[src/rtl/hazard_bypass_unit.sv]
// ID-stage hazard detection and operand bypass control for the 5-stage pipeline.
// Tracks one outstanding MUL/DIV destination and counts stalled cycles.
module hazard_bypass_unit #(
   parameter int NUM_RD = 2,
   parameter int AW     = 5,
   parameter int CW     = 32
) (
   input  logic                 clk,
   input  logic                 rst,
   input  logic [NUM_RD-1:0]    rd_en,
   input  logic [NUM_RD*AW-1:0] rd_addr,
   input  logic                 id_wen,
   input  logic [AW-1:0]        id_waddr,
   input  logic                 exe_wen,
   input  logic [AW-1:0]        exe_waddr,
   input  logic                 exe_is_load,
   input  logic                 mem_wen,
   input  logic [AW-1:0]        mem_waddr,
   input  logic                 mem_is_load,
   input  logic                 wb_wen,
   input  logic [AW-1:0]        wb_waddr,
   input  logic                 md_start,
   input  logic                 md_done,
   input  logic                 flush,
   output logic [NUM_RD*3-1:0]  fwd_sel,
   output logic                 stall,
   output logic                 pc_write,
   output logic                 ir_write,
   output logic                 md_busy,
   output logic [CW-1:0]        stall_cnt
);

   typedef enum logic {
      IDLE = 1'b0,
      BUSY = 1'b1
   } state_t;

   localparam logic [2:0] FWD_RF  = 3'd0;
   localparam logic [2:0] FWD_EXE = 3'd1;
   localparam logic [2:0] FWD_MEM = 3'd2;
   localparam logic [2:0] FWD_WB  = 3'd3;
   localparam logic [2:0] FWD_MD  = 3'd4;

   state_t        state, state_nxt;
   logic [AW-1:0] pend_addr, pend_addr_nxt;
   logic          busy;
   logic          load_use, md_raw, md_waw, md_struct, start_ok;

   logic [NUM_RD-1:0] rd_valid, exe_hit, mem_hit, wb_hit, pend_match;

   assign busy = (state == BUSY);

   // NOTE: every signal written here gets a default first, so no path can leave
   // a value held over from a previous evaluation (which would infer a latch).
   always_comb begin
      rd_valid   = '0;
      exe_hit    = '0;
      mem_hit    = '0;
      wb_hit     = '0;
      pend_match = '0;
      fwd_sel    = '0;
      load_use   = 1'b0;
      md_raw     = 1'b0;
      for (int i = 0; i < NUM_RD; i++) begin
         rd_valid[i]   = rd_en[i] && (rd_addr[i*AW +: AW] != '0);
         exe_hit[i]    = rd_valid[i] && exe_wen && (rd_addr[i*AW +: AW] == exe_waddr);
         mem_hit[i]    = rd_valid[i] && mem_wen && (rd_addr[i*AW +: AW] == mem_waddr);
         wb_hit[i]     = rd_valid[i] && wb_wen  && (rd_addr[i*AW +: AW] == wb_waddr);
         pend_match[i] = rd_valid[i] && busy    && (rd_addr[i*AW +: AW] == pend_addr);

         if (exe_hit[i])                    fwd_sel[i*3 +: 3] = FWD_EXE;
         else if (mem_hit[i])               fwd_sel[i*3 +: 3] = FWD_MEM;
         else if (wb_hit[i])                fwd_sel[i*3 +: 3] = FWD_WB;
         else if (pend_match[i] && md_done) fwd_sel[i*3 +: 3] = FWD_MD;
         else                               fwd_sel[i*3 +: 3] = FWD_RF;

         // A load in MEM is only a hazard if a younger EXE write does not shadow it.
         load_use = load_use || (exe_hit[i] && exe_is_load)
                             || (mem_hit[i] && mem_is_load && !exe_hit[i]);
         md_raw   = md_raw || (pend_match[i] && !md_done);
      end
   end

   assign md_waw    = busy && !md_done && id_wen && (id_waddr != '0) && (id_waddr == pend_addr);
   assign md_struct = md_start && busy && !md_done;
   assign stall     = (load_use || md_raw || md_waw || md_struct) && !flush && !rst;
   assign pc_write  = !stall;
   assign ir_write  = !stall;
   assign md_busy   = busy;
   assign start_ok  = md_start && !stall && !flush;

   always_comb begin
      state_nxt     = state;
      pend_addr_nxt = pend_addr;
      if (flush) begin
         state_nxt = IDLE;
      end else begin
         case (state)
            IDLE: begin
               if (start_ok) begin
                  state_nxt     = BUSY;
                  pend_addr_nxt = id_waddr;
               end
            end
            BUSY: begin
               if (md_done) begin
                  if (start_ok) pend_addr_nxt = id_waddr;
                  else          state_nxt     = IDLE;
               end
            end
            default: state_nxt = IDLE;
         endcase
      end
   end

   // NOTE: sequential state uses non-blocking assignments so every register
   // samples the pre-edge values regardless of statement order.
   always_ff @(posedge clk) begin
      if (rst) begin
         state     <= IDLE;
         pend_addr <= '0;
         stall_cnt <= '0;
      end else begin
         state     <= state_nxt;
         pend_addr <= pend_addr_nxt;
         if (stall && (stall_cnt != '1)) stall_cnt <= stall_cnt + CW'(1);
      end
   end

endmodule

[config.mk]
export PLATFORM = sky130hd
export DESIGN_NAME = hazard_bypass_unit
export DESIGN_NICKNAME = d
export VERILOG_FILES = /design/src/rtl/hazard_bypass_unit.sv
export SDC_FILE = /design/constraint.sdc
export NUM_CORES = 1
export LEC_CHECK = 0
export BUFFER_PORTS_ARGS = -buffer_cell sky130_fd_sc_hd__buf_2
export CAP_MARGIN = 10
export CORE_MARGIN = 3
export CORE_UTILIZATION = 51
export DETAILED_ROUTE_END_ITERATION = 8
export PLACE_DENSITY = 0.81
export SYNTH_ARGS = -nofsm -noshare
export SYNTH_HDL_FRONTEND = slang
export SYNTH_SLANG_ARGS = --single-unit
export TNS_END_PERCENT = 50
[constraint.sdc]
create_clock -name clk -period 3.76 [get_ports clk]
set_input_delay 0.94 -clock clk [delete_from_list [all_inputs] [get_ports clk]]
set_output_delay 0.94 -clock clk [all_outputs]
set_load 0.03 [all_outputs]
## Yosys cells after proc, flatten, opt, wreduce, memory -nomap -nowiden

Index checks and enable logic that the tools add are counted.

- Register bits after elaboration: 38
- Input bits: 43
- Word-level logic and storage cells: 88
- Output and inout port bits: 42

- Bitwise gates (word level): 2
- Equality and inequality tests: 11
- Multiplexer cells: 14
- Reduce and logical (&&, ||, !) cells: 57
- Add/subtract/negate cells: 1

Operators with widths:

| cell | number |
|---|---|
| equality test 5 bit | 9 |
| logical AND 1 bit | 39 |
| adder 32 x 1 -> 32 bit, second input constant | 1 |
| inequality test 32 bit, second input constant | 1 |
| 2-to-1 mux 3 bit | 8 |
| nonzero test 5 bit | 3 |
| 2-to-1 mux 5 bit | 2 |
| one-hot mux 5 bit (2 select lines) | 1 |
| logical OR 1 bit | 7 |
| logical NOT 1 bit | 6 |
| 2-to-1 mux 1 bit | 2 |
| inequality test 2 bit, second input constant | 1 |
| NOT 1 bit | 2 |
| one-hot mux 1 bit (2 select lines) | 1 |
| AND reduction 2 bit | 1 |
| OR reduction 2 bit | 1 |

## Longest topological paths before layout

Gate-level depths: netlist of the first run.

- Depth in word-level cells: 20
- Mapped depth: 12
- Gate-level depth less buffers: 9

## Worst setup path before layout of the first run

No wires, ideal clock.

- Path kind: input -> output
- Start point: input rd_addr[7]
- End point: output stall
- Data arrival time: 2.986 ns
- Path buffers: 1
- Setup slack: -0.166 ns
- Data required time: 2.820 ns
- Stages on the path: 8
- Path through: buf_2 or4_1 o21a_2 and4_4 a22o_4 a21oi_4 a21o_1 inv_1

- Word-level cells in the longest chain between the ends: 12
- Elaborated cells on any way between the ends: 24
- Classes of those cells: eq/ne: 3; reduce/logical: 21

Ends and longest elaborated chain:

| element | RTL line | text |
|---|---|---|
| from (decl) | 11 | `input logic [NUM_RD*AW-1:0] rd_addr,` |
| nonzero test 5 bit | 65 | `rd_valid[i] = rd_en[i] && (rd_addr[i*AW +: AW] != '0);` |
| logical AND 1 bit | 65 |  |
| logical AND 1 bit (on tied branches) (2 in series) | 66, 67 |  |
| logical AND 1 bit (tied with other cells) | 78 | `load_use = load_use \|\| (exe_hit[i] && exe_is_load)` |
| logical OR 1 bit / logical AND 1 bit (equally long branches) | 78, 79 |  |
| logical OR 1 bit | 79 | `\|\| (mem_hit[i] && mem_is_load && !exe_hit[i]);` |
| logical OR 1 bit (*) (3 in series) | 86 | `assign stall = (load_use \|\| md_raw \|\| md_waw \|\| md_struct) && !flush && !rst;` |
| logical AND 1 bit (*) (2 in series) | 86 |  |
| to (decl) | 26 | `output logic stall,` |

Every way passes the cells marked *; elsewhere a longest branch is shown, timed or not.

## Final worst setup path of the first run

Same ends and word-level chain as after synthesis.

==> summary.md, run 1 <==
| Metric | Value |
|---|---|
| Initial antenna violation count | 0 |
| CTS Buf Count | 5 |
| Root buffer cell | clkbuf_8 |
| Die span in y | about 77 um |
| Top cell type's share of synthesized area | 29.7% |
| Commonest non-fill, non-tap cells in the layout | buf_2 (82), dfxtp_1 (38), xor2_1 (35) |
| Required time worst endpoint | about 2.8 ns |
| Inst Count DP | 461 |
| GR Overflow Total | 0 |
| Final setup vio count | 0 |
| Clk pwr share | 38.4% |
| Flop pwr share | 46.4% |
| Period utilization | between 90% and 100% |
| CP endpoint kind | output port |
| Syn nets | about 360 |
| Standard-cell row count | 25 |
| Final Core Density | 67.7% |
| Sequential area share after synthesis | between 20% and 30% |
| P_int | 0.667 mW |
| Area of the multi-input gates | 1690 um2 |
| Hold/Removal Path Class | flop to flop |
| Area Overhead vs Synth | 26.3% |
| Worst slew pin tran | 0.446 ns |
| Critical path arrival | 2.76 ns |
| Slew HR | 70.3% |
| GP Congestion | approximately 0.94 |
| Share of layout cells above drive strength 1 | 30.7% |
| Synthesized flop and latch total | 38 |
| Minimum clock period | 3.70 ns |
| Setup Skew | around 0.013 ns |
| Worst setup SP type | input port |
| Vias in the first global route | 2477 |
| Clk slew on worst S/H paths | 0.08 ns |
| Filler cells | 406 |
| Dpl hpwl | 5.18 mm |
| Cell leakage power | 1.37 nW |
| Critical path class | input port to output port |
| Status | completed |
| Yosys top cell by area | dfxtp_1 |
| Warnings from Yosys | 0 |
| Bufs on Longest Clock Path | 2 |
| Placed Area | 3060 um2 |
| Max-slew violations | 0 |
| Max Clk Rate | 0.270 GHz |
| Die X | 76.9 um |
| WL/cell | 14.4 um |
| Via density | 5.73 |
| Initial Util | 53.6% |
| Netlist Area Pre-Place | 2560 um2 |
| Top-level port count | 85 |
| Max-cap violations | 0 |
| Diode count | 0 |
| Port Buffers | 84 |
| Die area | approximately 5900 um2 |
| Post-synthesis cell count | 318 |
| Residual DRC | 0 |
| Combinational fraction of design power | 15.2% |
| Hold Vio Cnt, Final | 0 |
| Peak VDD IR | 0.000269 V |
| Maximum fanout along the worst path | 4 |
| Area contributors post-synth | dfxtp_1 (30%), xor2_1 (12%), a21oi_1 (5.7%), or3_1 (4.6%), o21ai_0 (4.3%) |
| Gr usage total | 22.1% |
| H-tree Lvls | 2 |
| Commonest non-fill, non-tap cell in the layout | buf_2 |
| Detail Route Antenna Nets | 0 |
| Drt first pass iters | 4 |
| Sw Ratio | between 20% and 30% |
| Register area | 761 um2 |
| CTS Sinks | 38 |
| Post-Syn Area per Cell | roughly 8.1 um2 |
| P_sw | 0.218 mW |
| Nets | 447 |
| Final Non-Filler Cells | 471 |
| Cell variety after synth | 45 |
| Clock Latency Late Sink | 0.29 ns |
| CTS tree | built |
| First-pass GRT wire length | about 11 mm |
| Power Density | 273 nW/um2 |
| Routed wire length | 6.79 mm |
| Initial DRC Count | 115 |
| Core region area | 4790 um2 |
| Pin count of the biggest net entering global routing | between 50 and 60 |
| Via Count | ~2700 |
| Final instance area | 3240 um2 |
==> routing by layer <==
metal | wire length (um) | vias to the layer above | GRT usage [%]
li1 | - | 1326 | -
met1 | 2990 | 1255 | 27.5
met2 | 3240 | 110 | 37.5
met3 | 473 | 10 | 5.05
met4 | 87 | 0 | 7.43
met5 | 0 | - | 0
==> cell usage after synthesis (all sizes together) <==
library cell / instances
and3: 9
or4: 7
nand3b: 1
nand3: 13
mux2i: 5
nand2: 21
a41oi: 1
a31oi: 1
o41ai: 2
inv: 4
o31ai: 5
clkbuf: 14
nand4: 11
nand2b: 2
and3b: 1
or2: 1
xor2: 35
nor2b: 2
and4: 7
xnor2: 10
o41a: 1
a21oi: 30
a21o: 2
o21ai: 22
nor3: 5
a22o: 1
o311ai: 1
nor2: 14
nor4: 10
buf: 10
and2: 4
ha: 1
mux2: 2
dfxtp: 38
o21a: 5
o31a: 1
or3: 19
==> critical path: stages <==
cell and delay [ns]:
buf_2 0.10, or4_4 0.53, o21a_4 0.24, and4_4 0.15, a22o_4 0.24, a21oi_4 0.16, a21o_4 0.17, clkinvlp_4 0.09
buf_6 0.14
==> flip-flops by register name (all words and copies together) (netlist names) <==
name and count:
md_busy 1, pend_addr 5, stall_cnt 32
==> metrics by stage <==
step	hold slack, ns	power (mW)	setup slack (ns)	TNS [ns]
3_3_place_gp	0.476	0.545	0.0323	0
5_1_grt	0.534	0.919	-0.00126	-0.00126
4_1_cts	0.499	0.884	0.0132	0
6_report	0.497	0.885	0.0558	0
2_1_floorplan	0.553	0.497	0.00823	0
3_5_place_dp	0.486	0.546	-0.0318	-0.0318
==> path summary, 6_finish.rpt <==
check / start / end / slack [ns] / cells past startpoint
setup reg to reg: pend_addr[4] / stall_cnt[18] / 1.08 / 9
setup / recovery: rd_addr[7] / stall / 0.06 / 9
hold / removal: stall_cnt[10] / stall_cnt[10] / 0.50 / 2
hold reg to reg: stall_cnt[10] / stall_cnt[10] / 0.50 / 2
==> power by group through the flow <==
stage                     clock (mW)  sequential (mW)  combinational (mW)
after floorplan                    0            0.420              0.0762
after global placement             0            0.420               0.125
after detailed placement           0            0.420               0.126
after CTS                      0.347            0.411               0.127
after global routing           0.361            0.411               0.146
final                          0.340            0.411               0.135
==> cells by family (layout without fill, tap and decap cells) <==
family | after synthesis | count (layout) | synth area share [%]
AOI/OAI and AO/OA | 72 | 72 | 17.5
xor gates and xnor gates | 45 | 45 | 15.4
adders and majority gates | 1 | 1 | 0.488
buffers and inverters | 28 | 114 | 5.90
DFF | 38 | 38 | 29.7
muxes | 7 | 7 | 2.83
and+or+nand+nor | 127 | 127 | 28.2
==> layout make-up <==
class | instances | area share (%)
clock buffer | 7 | 2.36
clock inverter | 1 | 0.927
inverter | 4 | 0.580
multi-input combinational | 252 | 52.3
sequential | 38 | 23.5
tap | 67 | 2.59
timing repair buffer | 102 | 17.8
==> repair_timing <==
action,4_1_cts,5_1_grt
gates resized for setup,1,14
endpoints found under the hold margin,0,0
buffers inserted,0,2
endpoints found under the setup margin,1,2
pin swaps,0,13
hold buffers,0,0
Note: power is estimated with default switching activity, not from simulation.
==> run 2: changes to the inputs <==
CORE_UTILIZATION = 55   (was 51)
CTS_BUF_LIST = sky130_fd_sc_hd__clkbuf_16   (was not set)
PLACE_DENSITY = 0.86   (was 0.81)
clock period = 4.3 ns   (was 3.76 ns; I/O delays follow)
==> run 2 against run 1 <==
  * Clock power up 2%
  * Critical path depth unchanged
  * Sequential cell count unchanged
  * Wire length down 1.2%
  * Design area down 5.1%
  * Non-clock buffer count down 15
  * Register-to-register slack better by 0.64 ns
  * Combinational power down 23%
  * Via count down 3.0%
  * Clock skew down 0.0088 ns
  * Clock-buffer cell count down 2
  * Largest power group unchanged
  * Worst hold slack worse by 0.0039 ns
  * Critical endpoint unchanged
  * Largest cell class unchanged
==> summary.md, run 2 (synthesis gave the netlist of run 1 again) <==
| Metric | Value |
|---|---|
| Max Clk Rate | 0.240 GHz |
| First-pass GRT wire length | 10.4 mm |
| Place WS | approximately 0.14 ns |
| Die area | about 5500 um2 |
| Largest Register | stall_cnt |
| Filler cells | 380 |
| Die span in y | 74.3 um |
| Via density | 5.94 |
| Cell leakage power | 1.32 nW |
| Pin count of the biggest net entering global routing | 59 |
| GP Congestion | between 0.9 and 1 |
| Required time worst endpoint | 3.22 ns |
| Inst Count DP | 432 |
| Top-level port count | between 80 and 90 |
| Via Count | about 2600 |
| Slew HR | between 60% and 70% |
| Core region area | roughly 4400 um2 |
| Area Overhead vs Synth | 19.9% |
| Root buffer cell | clkbuf_16 |
| Residual DRC | 0 |
| Reg2Reg Setup Slack | 1.72 ns |
| Critical path arrival | 3.09 ns |
| Diode count | 0 |
| Status | completed |
| Bufs on Longest Clock Path | 2 |
| Critical path class | input port to output port |
| Final Non-Filler Cells | 441 |
| Dpl hpwl | 5.02 mm |
| Fin Setup TNS | 0 ns |
| Detail Route Antenna Nets | 0 |
| Period utilization | 96.9% |
| Minimum clock period | between 4 and 5 ns |
| R2r startpoint | pend_addr[2] |
| WL/cell | 15.2 um |
| H-tree Lvls | 2 |
| Clock Latency Late Sink | 0.28 ns |
| Setup Skew | 0.00378 ns |
| Routed wire length | 6.71 mm |
| Power Density | 264 nW/um2 |
| Port Buffers | 84 |
| Nets | 432 |
| Max-cap violations | 0 |
| Die X | between 70 and 80 um |
| Vias in the first global route | between 2000 and 2500 |
| Drt first pass iters | 4 |
| Gr usage total | between 20% and 30% |
| Max reg flops | 32 |
| Standard-cell row count | 24 |
| Setup ws final | between 0.1 and 0.15 ns |
| FF-to-FF End | stall_cnt[18] |
| Initial antenna violation count | 0 |
| Final setup vio count | 0 |
| Initial Util | between 50% and 60% |
| R2R depth | 8 |
| Clk slew on worst S/H paths | 0.05 ns |
| Share of layout cells above drive strength 1 | about a quarter |
| CTS Sinks | 38 |
| RSZ-0062 raised after global routing | no |
| Worst setup SP type | input port |
| Worst slew pin tran | 0.532 ns |
| Commonest non-fill, non-tap cells in the layout | buf_2 (84), dfxtp_1 (38), xor2_1 (35) |
| Maximum fanout along the worst path | 6 |
| Hold_buf cts | 0 |
| Commonest non-fill, non-tap cell in the layout | buf_2 |
| Hold Vio Cnt, Final | 0 |
| WHS Path Cells | 2 |
| Peak VDD IR | 0.000218 V |
| Worst min-delay path startpoint | stall_cnt[14] |
| CTS tree | built |
| Hold/Removal Path Class | flop to flop |
| Min-Delay Endpoint | stall_cnt[14] |
| GR Overflow Total | 0 |
| CTS Buf Count | 5 |
| Initial DRC Count | roughly 120 |
| CP endpoint kind | output port |
| Max-slew violations | 0 |
[run 2: changes by cell type in the layout (fill, tap and decap cells not counted), sizes merged]
cell      before  now
clkbuf         7    5
inv            3    5
clkinvlp       1    0
bufinv         1    0
buf          102   87
clkinv         0    2
[run 2: report_power, final]
group | switching (mW) | internal (mW) | total [mW]
clock | 0.138 | 0.209 | 0.347
combinational | 0.0591 | 0.0449 | 0.104
sequential | 0.00482 | 0.355 | 0.360
[run 2: layout make-up]
class | count | area [um2] | area share, %
tap | 52 | 65.1 | 2.12
timing repair buffer | 87 | 443 | 14.4
sequential | 38 | 761 | 24.8
inverter | 4 | 15.0 | 0.489
multi-input combinational | 252 | 1650 | 53.7
clock buffer | 5 | 125 | 4.07
clock inverter | 3 | 12.5 | 0.407
[run 2: through the flow]
step	total power [mW]	cell area, um2	hold WS, ns	utilization [%]
6_report	0.811	3070	0.493	69.6
5_1_grt	0.839	3070	0.515	69.6
2_1_floorplan	0.434	2560	0.553	-
4_1_cts	0.816	3070	0.494	69.4
3_5_place_dp	0.470	2930	0.486	66.3
3_3_place_gp	0.469	2930	0.475	66.3
[run 2: worst max-delay path: stages]
cell	delay [ns]
buf_2	0.14
or4_1	0.52
o21a_2	0.25
and4_4	0.19
a22o_4	0.26
a21oi_4	0.19
a21o_1	0.20
inv_1	0.09
buf_2	0.18
[run 2: worst max-delay path by stage]
| stage | start | cells after the start | slack (ns) | to |
|---|---|---|---|---|
| 3_5_place_dp | rd_addr[6] | 9 | 0.14 | stall |
| 5_1_grt | rd_addr[6] | 9 | 0.02 | stall |
| 6_report | rd_addr[6] | 9 | 0.13 | stall |
| 3_3_place_gp | rd_addr[6] | 9 | 0.15 | stall |
| 2_1_floorplan | rd_addr[7] | 8 | 0.10 | stall |
| 4_1_cts | rd_addr[6] | 9 | 0.14 | stall |
[run 2: routing by layer]
metal  track usage (%)  part of all wire (%)  wire, um
met1              32.1                    45      3000
met2              38.3                    46      3110
met3              4.59                   7.1       479
met4              8.10                   1.7       116
met5                 0                     0         0
[run 2: timing repair]
| item | in CTS | in global routing |
|---|---|---|
| gates resized for setup | 0 | 1 |
| buffers inserted | 0 | 1 |
| setup endpoints to repair | 0 | 1 |
